$ cat src/rtl/fetch_queue.sv
// Instruction fetch queue: compacts up to FETCH_WIDTH sparse fetch slots per cycle
// into a circular buffer and issues the oldest entry to decode one per cycle.

package tortoise_pkg;
  localparam int unsigned INSTR_PER_FETCH = 2;
  localparam int unsigned IFQ_DEPTH       = 8;

  typedef struct packed {
    logic        valid;
    logic [5:0]  cause;
    logic [31:0] tval;
  } exception_t;

  typedef struct packed {
    logic        taken;
    logic [31:0] target;
  } predict_t;

  typedef struct packed {
    logic        valid;
    logic [31:0] addr;
    logic [31:0] instr;
    exception_t  ex;
    predict_t    predict;
  } fetch_entry_t;
endpackage

module fetch_queue
  import tortoise_pkg::*;
#(
  parameter int unsigned DEPTH       = 8,
  parameter int unsigned FETCH_WIDTH = 2
) (
  input  logic                           clk_i,
  input  logic                           rst_ni,
  input  logic                           flush_i,
  input  logic         [FETCH_WIDTH-1:0] fetch_valid_i,
  input  fetch_entry_t [FETCH_WIDTH-1:0] fetch_entry_i,
  output logic                           fetch_ready_o,
  output fetch_entry_t                   issue_entry_o,
  output logic                           issue_valid_o,
  input  logic                           issue_ready_i,
  output logic [$clog2(DEPTH+1)-1:0]     count_o
);

  localparam int unsigned PTR_W = $clog2(DEPTH);
  localparam int unsigned CNT_W = $clog2(DEPTH+1);
  localparam logic [CNT_W-1:0] READY_MAX = CNT_W'(DEPTH - FETCH_WIDTH);

  // Handshakes: a fetch group is taken whenever fetch_ready_o is high (the
  // frontend holds its inputs otherwise); an entry leaves when
  // issue_valid_o && issue_ready_i are both high at a rising edge.

  fetch_entry_t     storage_q [DEPTH];
  logic [PTR_W-1:0] rd_ptr_q;
  logic [PTR_W-1:0] wr_ptr_q;
  logic [CNT_W-1:0] count_q;

  logic             push_en;
  logic             pop_en;
  logic [CNT_W-1:0] n_push;
  logic [CNT_W-1:0] count_d;
  logic [PTR_W-1:0] slot_idx [FETCH_WIDTH];
  logic [FETCH_WIDTH-1:0] slot_we;

  // Ready comes from the registered count only, so a same-cycle pop never helps.
  assign fetch_ready_o = (count_q <= READY_MAX);
  assign push_en       = fetch_ready_o;
  assign issue_valid_o = (count_q != '0);
  assign pop_en        = issue_valid_o && issue_ready_i;
  assign count_o       = count_q;

  always_comb begin
    issue_entry_o = '0;
    if (issue_valid_o) begin
      issue_entry_o       = storage_q[rd_ptr_q];
      issue_entry_o.valid = 1'b1;
    end
  end

  // Each valid slot lands at wr_ptr plus the number of valid slots below it,
  // which removes the gaps left by invalid slots.
  always_comb begin
    n_push = '0;
    for (int i = 0; i < FETCH_WIDTH; i++) begin
      slot_idx[i] = wr_ptr_q + PTR_W'(n_push);
      slot_we[i]  = push_en && fetch_valid_i[i];
      if (slot_we[i]) begin
        n_push = n_push + CNT_W'(1);
      end
    end
  end

  assign count_d = count_q + n_push - CNT_W'(pop_en);

  always_ff @(posedge clk_i or negedge rst_ni) begin
    if (!rst_ni) begin
      rd_ptr_q <= '0;
      wr_ptr_q <= '0;
      count_q  <= '0;
      for (int j = 0; j < DEPTH; j++) begin
        storage_q[j] <= '0;
      end
    end else if (flush_i) begin
      // Storage is left as is; with count at zero nothing in it is reachable.
      rd_ptr_q <= '0;
      wr_ptr_q <= '0;
      count_q  <= '0;
    end else begin
      for (int i = 0; i < FETCH_WIDTH; i++) begin
        if (slot_we[i]) begin
          storage_q[slot_idx[i]] <= fetch_entry_i[i];
        end
      end
      wr_ptr_q <= wr_ptr_q + PTR_W'(n_push);
      if (pop_en) begin
        rd_ptr_q <= rd_ptr_q + PTR_W'(1);
      end
      count_q <= count_d;
    end
  end

endmodule

$ cat config.mk
export PLATFORM = sky130hd
export DESIGN_NAME = fetch_queue
export DESIGN_NICKNAME = d
export VERILOG_FILES = /design/src/rtl/fetch_queue.sv
export SDC_FILE = /design/constraint.sdc
export NUM_CORES = 2
export LEC_CHECK = 0
export CAP_MARGIN = 40
export CORE_ASPECT_RATIO = 0.9
export CORE_MARGIN = 4
export CORE_UTILIZATION = 39
export CTS_BUF_LIST = sky130_fd_sc_hd__clkbuf_4 sky130_fd_sc_hd__clkbuf_8
export DETAILED_ROUTE_END_ITERATION = 8
export PLACE_DENSITY = 0.56
export SLEW_MARGIN = 5
export SYNTH_ARGS = -nofsm -noshare
export SYNTH_HDL_FRONTEND = slang
export SYNTH_SLANG_ARGS = --single-unit
$ cat constraint.sdc
create_clock -name clk_i -period 6.1 [get_ports clk_i]
set_input_delay 1.525 -clock clk_i [delete_from_list [all_inputs] [get_ports clk_i]]
set_output_delay 1.525 -clock clk_i [all_outputs]
set_load 0.02 [all_outputs]
=== Word-level counts from Yosys, hierarchy flattened ===
Index checks and enable logic that the tools add are counted.

* Register bits: 1106
* Logic and storage cells: 108

* Add/sub/neg operators: 6
* $lt $le $gt $ge: 6
* Bitwise operators: 3
* Muxes and demuxes: 19
* Reductions and logical operators: 7

{| class="wikitable"
|+ Operator list
! operator !! number
|-
| $mux W1096 || 3
|-
| $bwmux W1096 || 2
|-
| $demux W137 S3 || 2
|-
| $bmux W137 S3 || 1
|-
| $mux W137 || 3
|-
| $mux W136 || 2
|-
| $ge A4 B4 Y1 const B || 3
|-
| $not A3 Y4 || 3
|-
| $mux W3 || 3
|-
| $lt A4 B1 Y1 const B || 2
|-
| $mux W4 || 2
|-
| $add A3 B3 Y3 || 2
|-
| $logic_and A1 B1 Y1 || 5
|-
| $add A4 B1 Y4 const B || 1
|-
| $add A4 B4 Y4 || 1
|-
| $le A4 B3 Y1 const B || 1
|-
| $reduce_bool A4 Y1 || 1
|-
| $sub A4 B1 Y4 || 1
|-
| $add A3 B1 Y3 const B || 1
|-
| $reduce_bool A2 Y1 || 1
|-
| $mux W1 || 1
|}

=== Logic depth before layout (Yosys ltp) ===
* Depth in word-level cells: 11
* Depth in mapped cells: 16

=== Worst setup path before layout ===
No wires, ideal clock.

* Kind: input -> register
* Start: input port fetch_valid_i[0]
* End: register storage_q[500] (netlist bit)
* Setup slack: 1812 ps
* Data arrival time: 4184 ps
* Path buffers: 5
* Library setup time: 104 ps
* Stages on the path: 13
* Cell sequence: inv_1 > clkbuf_1 > nor3_1 > ha_1 > ha_1 > clkbuf_1 > or2_2 > clkbuf_1 > nor2_1 > a21oi_1 > buf_2 > buf_2 > a221oi_1

* Word-level cells in the longest chain between the ends: 10
* Elaborated cells between the ends (all ways): 13

{| class="wikitable"
|+ Ends and longest elaborated chain
! item !! RTL line !! RTL
|-
| start: declaration || 37 || <nowiki>input logic [FETCH_WIDTH-1:0] fetch_valid_i,</nowiki>
|-
| $logic_and A1 B1 Y1 (*) || 87 || <nowiki>slot_we[i] = push_en && fetch_valid_i[i];</nowiki>
|-
| $mux W1 || 88 || <nowiki>if (slot_we[i]) begin</nowiki>
|-
| $add A3 B3 Y3 || 86 || <nowiki>slot_idx[i] = wr_ptr_q + PTR_W'(n_push);</nowiki>
|-
| $not A3 Y4 (not written as such) || 112 || <nowiki>storage_q[slot_idx[i]] <= fetch_entry_i[i];</nowiki>
|-
| $ge A4 B4 Y1 (not written as such) / $lt A4 B1 Y1 (equally long branches) || 112 ||
|-
| $logic_and A1 B1 Y1 (not written as such) || 112 ||
|-
| $mux W137 (not written as such) || 112 ||
|-
| $demux W137 S3 || 112 ||
|-
| $bwmux W1096 || 112 ||
|-
| $mux W1096 (*) || 111 || <nowiki>if (slot_we[i]) begin</nowiki>
|-
| end signal: indexed assignment || 112 ||
|-
| end: declaration || 54 || <nowiki>fetch_entry_t storage_q [DEPTH];</nowiki>
|}

Mark *: on every way between the ends. The rest lies on a longest branch, timed or not. The select of a mux whose other input is x is not followed.
A chain may end at the register's enable or synchronous reset.

==> flow_summary.html <==
<table>
<tr><th>Metric</th><th>Value</th></tr>
<tr><th colspan="2">STA</th></tr>
<tr><td>Worst-margin pin slew</td><td>1300 ps</td></tr>
<tr><td>Period minus WS final</td><td>5600 ps</td></tr>
<tr><td>Slew Limit Headroom</td><td>13.1%</td></tr>
<tr><td>Setup total negative slack</td><td>0 ps</td></tr>
<tr><td>Clock skew after layout</td><td>47.7 ps</td></tr>
<tr><td>Part of the cycle the worst path needs</td><td>91.9%</td></tr>
<tr><td>Achievable clock frequency</td><td>178 MHz</td></tr>
<tr><td>Final number of hold-violating endpoints</td><td>0</td></tr>
<tr><td>Final setup margin</td><td>496 ps</td></tr>
<tr><td>Setup-failing EPs final</td><td>0</td></tr>
<tr><td>Max-slew violations</td><td>0</td></tr>
<tr><td>Unrepaired setup endpoints after global routing</td><td>no</td></tr>
<tr><th colspan="2">Power and ir drop</th></tr>
<tr><td>PwrDens</td><td>514 nW/µm²</td></tr>
<tr><td>Leak Pwr</td><td>28.9 nW</td></tr>
<tr><td>Sum of internal, switching and leakage power</td><td>0.0399 W</td></tr>
<tr><td>Peak supply drop</td><td>0.661 mV</td></tr>
<tr><th colspan="2">Synthesis</th></tr>
<tr><td>Largest cells by area after synthesis</td><td>sky130_fd_sc_hd__dfrtp_1 (41%), sky130_fd_sc_hd__mux4_2 (9.2%), sky130_fd_sc_hd__nor3_1 (7.5%), sky130_fd_sc_hd__a221oi_1 (6.6%), sky130_fd_sc_hd__o221a_2 (4.3%)</td></tr>
<tr><td>Share of cell area taken by muxes after synthesis</td><td>11.2%</td></tr>
<tr><td>Avg Inst Size Synth</td><td>9.64 µm²</td></tr>
<tr><td>Synthesized Nets</td><td>7228</td></tr>
<tr><td>Post-synthesis xor/xnor area fraction</td><td>0.0917%</td></tr>
<tr><td>List of most frequent post-synthesis cells</td><td>sky130_fd_sc_hd__dfrtp_1 (1098), sky130_fd_sc_hd__nor3_1 (1006), sky130_fd_sc_hd__clkbuf_1 (772)</td></tr>
<tr><td>Share of synthesized cell area in and, or, nand and nor gates</td><td>15.4%</td></tr>
<tr><td>Post-synth EDFFs</td><td>0</td></tr>
<tr><td>Count of mapped cells out of synthesis</td><td>6934</td></tr>
<tr><td>Warning count from the yosys run</td><td>0</td></tr>
<tr><td>Synthesized flop and latch total</td><td>1098</td></tr>
<tr><td>Post-synth cell types</td><td>47</td></tr>
<tr><td>Post-synthesis sequential area ratio</td><td>41.1%</td></tr>
<tr><td>Async set or reset register ratio after synthesis</td><td>100%</td></tr>
<tr><td>Most instantiated library cell after synthesis</td><td>sky130_fd_sc_hd__dfrtp_1</td></tr>
<tr><td>Cell Area, Synth</td><td>66900 µm²</td></tr>
<tr><td>Cell type contributing the most total cell area after synthesis</td><td>sky130_fd_sc_hd__dfrtp_1</td></tr>
<tr><td>Compound-gate portion of the synthesized area</td><td>23.7%</td></tr>
<tr><td>Adder and majority gate portion of the synthesized area</td><td>0.284%</td></tr>
<tr><td>Dominant combinational cell family by area after synthesis</td><td>compound AO/OA/AOI/OAI gates</td></tr>
<tr><td>Commonest register cell after synthesis</td><td>sky130_fd_sc_hd__dfrtp_1</td></tr>
<tr><td>Share of the synthesized area in the top cell type</td><td>41.1%</td></tr>
<tr><th colspan="2">Placed design</th></tr>
<tr><td>Number of buffers added on ports</td><td>420</td></tr>
<tr><td>Instance count after placement with tap cells included</td><td>8871</td></tr>
<tr><td>Post-place setup slack</td><td>730 ps</td></tr>
<tr><td>Half-perimeter wire length after detailed placement</td><td>157 mm</td></tr>
<tr><td>Final weighted congestion in routability-driven placement</td><td>0.807</td></tr>
<tr><th colspan="2">CTS</th></tr>
<tr><td>CTS Root Buffer Type</td><td>sky130_fd_sc_hd__clkbuf_8</td></tr>
<tr><td>CTS H-Tree Depth</td><td>4</td></tr>
<tr><td>Number of buffers created by CTS</td><td>199</td></tr>
<tr><td>Quantity of hold-fixing buffers added after cts</td><td>0</td></tr>
<tr><td>Clock Pin Slew Worst Setup and Hold Paths</td><td>60 ps</td></tr>
<tr><td>Latest clock arrival within the worst-skew pair</td><td>970 ps</td></tr>
<tr><td>CTS sink cnt</td><td>1098</td></tr>
<tr><td>Number of gates resized after CTS</td><td>0</td></tr>
<tr><td>Post-CTS Repair Setup Buffers</td><td>0</td></tr>
<tr><td>Max Buffers Root-to-Sink</td><td>3</td></tr>
<tr><td>Clock tree from TritonCTS</td><td>yes</td></tr>
<tr><th colspan="2">Routing</th></tr>
<tr><td>Detailed Route WL</td><td>307 mm</td></tr>
<tr><td>Routed WL per cell</td><td>33.1 µm</td></tr>
<tr><td>Count of unresolved DRC violations after routing</td><td>0</td></tr>
<tr><td>Final ANT Viol Nets</td><td>0</td></tr>
<tr><td>First-pass DRT Iterations</td><td>6</td></tr>
<tr><td>Routed via count</td><td>66000</td></tr>
<tr><td>First DRT Iteration DRCs</td><td>9548</td></tr>
<tr><td>Average via count per standard cell</td><td>7.12</td></tr>
<tr><th colspan="2">Critical path</th></tr>
<tr><td>Startpoint-to-endpoint class of the critical path</td><td>reg2out</td></tr>
<tr><td>CP max stage cell</td><td>sky130_fd_sc_hd__dfrtp_4</td></tr>
<tr><td>CP Launch Type</td><td>register</td></tr>
<tr><td>Ordered cell list for the critical path</td><td>buf_4 &gt; buf_4 &gt; mux4_2 &gt; mux2i_1 &gt; nor2_1 &gt; clkdlybuf4s50_1</td></tr>
<tr><td>Crit path largest cell delay</td><td>830 ps</td></tr>
<tr><td>Sort of element at the end of the critical path</td><td>output pin</td></tr>
<tr><td>Crit path DAT</td><td>4080 ps</td></tr>
<tr><td>Critical path fanouts, max</td><td>22</td></tr>
<tr><td>Required @ worst endpoint</td><td>4580 ps</td></tr>
<tr><td>Most frequent CP cell</td><td>sky130_fd_sc_hd__buf_4</td></tr>
<tr><th colspan="2">Finish</th></tr>
<tr><td>Post-layout nets</td><td>7119</td></tr>
<tr><td>Number of fillers in the final layout</td><td>16000</td></tr>
<tr><td>Final design utilization</td><td>45.8%</td></tr>
<tr><td>Multi-input combinational cell area</td><td>34100 µm²</td></tr>
<tr><td>Layout overhead on the synthesized area</td><td>16.1%</td></tr>
<tr><td>Fraction of final layout cells sized beyond drive strength 1</td><td>19.7%</td></tr>
<tr><td>Storage cell area</td><td>27500 µm²</td></tr>
<tr><td>Post-layout instance count excluding filler cells</td><td>9272</td></tr>
<tr><th colspan="2">Global routing</th></tr>
<tr><td>Via count of the first global-routing pass</td><td>65500</td></tr>
<tr><td>Total global routing track utilization</td><td>33.3%</td></tr>
<tr><td>Largest net degree at the start of global routing</td><td>202</td></tr>
<tr><td>Global route total overflow</td><td>0</td></tr>
<tr><td>Initial antenna violation count</td><td>58</td></tr>
<tr><td>Global-route wire length before repair</td><td>452 mm</td></tr>
<tr><th colspan="2">Job</th></tr>
<tr><td>Max Cap Viol</td><td>0</td></tr>
<tr><th colspan="2">Floorplanning</th></tr>
<tr><td>Effective utilization at floorplan</td><td>39.4%</td></tr>
<tr><td>Chip width</td><td>444 µm</td></tr>
<tr><td>IO Count</td><td>423</td></tr>
<tr><td>Row count</td><td>143</td></tr>
<tr><td>Chip height</td><td>401 µm</td></tr>
<tr><td>Core Area</td><td>170000 µm²</td></tr>
<tr><td>DIE AREA</td><td>178000 µm²</td></tr>
<tr><th colspan="2">Status</th></tr>
<tr><td>Outcome</td><td>completed</td></tr>
<tr><th colspan="2">Hold path</th></tr>
<tr><td>Min-delay worst type</td><td>reg2reg</td></tr>
</table>
[report_power, final]
group | total, W | leakage, nW | internal, W | switching (W)
logic | 0.0202 | 14.9 | 0.00786 | 0.0123
clock network | 0.00774 | 2.30 | 0.00423 | 0.00351
registers | 0.0120 | 11.7 | 0.0102 | 0.00176
[stage by stage]
step	hold WS, ps	cell area (µm²)
after floorplan	489	66900
final	525	77600
after global placement	502	72900
after global routing	547	77600
after detailed placement	511	73200
after CTS	524	77500
[logic make-up (layout without fill, tap and decap cells)]
logic type / Yosys count / count (layout)
buffers and inverters: 1445 / 1487
flip-flops: 1098 / 1098
multiplexers: 409 / 409
adder cells (fa/ha/maj): 14 / 14
AO/OA/AOI/OAI: 2058 / 2058
AND/OR/NAND/NOR: 1903 / 1903
other: 0 / 49
XOR/XNOR: 7 / 7
[placed cells by master (no fill, tap or decap), types with 12 or more instances in the layout]
| master | instances |
|---|---|
| sky130_fd_sc_hd__dfrtp_1 | 1094 |
| sky130_fd_sc_hd__nor3_1 | 1005 |
| sky130_fd_sc_hd__inv_1 | 524 |
| sky130_fd_sc_hd__a221oi_1 | 503 |
| sky130_fd_sc_hd__clkdlybuf4s50_1 | 418 |
| sky130_fd_sc_hd__a21oi_1 | 326 |
| sky130_fd_sc_hd__o22ai_1 | 314 |
| sky130_fd_sc_hd__a31oi_1 | 303 |
| sky130_fd_sc_hd__a311oi_1 | 303 |
| sky130_fd_sc_hd__mux4_2 | 272 |
| sky130_fd_sc_hd__o221a_2 | 258 |
| sky130_fd_sc_hd__or2_2 | 253 |
| sky130_fd_sc_hd__clkbuf_8 | 246 |
| sky130_fd_sc_hd__or3_1 | 238 |
| sky130_fd_sc_hd__nor2_1 | 153 |
| sky130_fd_sc_hd__mux2i_1 | 137 |
| sky130_fd_sc_hd__nand2b_1 | 137 |
| sky130_fd_sc_hd__buf_4 | 101 |
| sky130_fd_sc_hd__buf_12 | 81 |
| sky130_fd_sc_hd__clkbuf_4 | 68 |
| sky130_fd_sc_hd__diode_2 | 49 |
| sky130_fd_sc_hd__a211oi_1 | 37 |
| sky130_fd_sc_hd__and3_1 | 22 |
| sky130_fd_sc_hd__clkinv_2 | 20 |
| sky130_fd_sc_hd__nand3_1 | 19 |
| sky130_fd_sc_hd__nor4_1 | 14 |
| sky130_fd_sc_hd__ha_1 | 12 |
[path summary, 6_finish.rpt]
path,startpoint,end,slack (ps),cells after the start
setup / recovery,rd_ptr_q[0],issue_entry_o[129],500,6
min in group asynchronous,rst_ni,storage_q[226],590,1
max in group asynchronous,rst_ni,storage_q[681],4160,2
hold reg to reg,storage_q[885],storage_q[885],530,2
hold / removal,storage_q[885],storage_q[885],530,2
setup reg to reg,count_o[3],storage_q[630],1320,12
[flip-flops by register name (all words and copies together) (netlist names)]
signal and cells:
count_o 4, wr_ptr_q 3, rd_ptr_q 3, storage_q 1088
[worst max-delay path, delay by kind of cell (launching register included)]
kind,cells,cell delay (ps)
buffers and inverters,3,1470
multiplexers,2,750
flip-flops,1,830
AND/OR/NAND/NOR,1,60
[layout make-up]
class / instances / area share [%]
Antenna cell: 49 / 0.158
Clock buffer: 314 / 5.02
Clock inverter: 38 / 0.508
Inverter: 524 / 2.53
Multi-Input combinational cell: 4391 / 43.9
Sequential cell: 1098 / 35.4
Tap cell: 2247 / 3.62
Timing Repair Buffer: 611 / 8.81
[per-layer routing]
layer / share of wire, % / global-route usage (%) / wire length, µm / vias up
li1: - / - / - / 26800
met1: 39 / 44.5 / 119000 / 33400
met2: 45 / 50.7 / 139000 / 4801
met3: 11 / 7.25 / 33000 / 896
met4: 5.3 / 17.8 / 16200 / 6
met5: 0.011 / 0 / 35 / -
No activity file was read; power rests on OpenSTA's default activity.
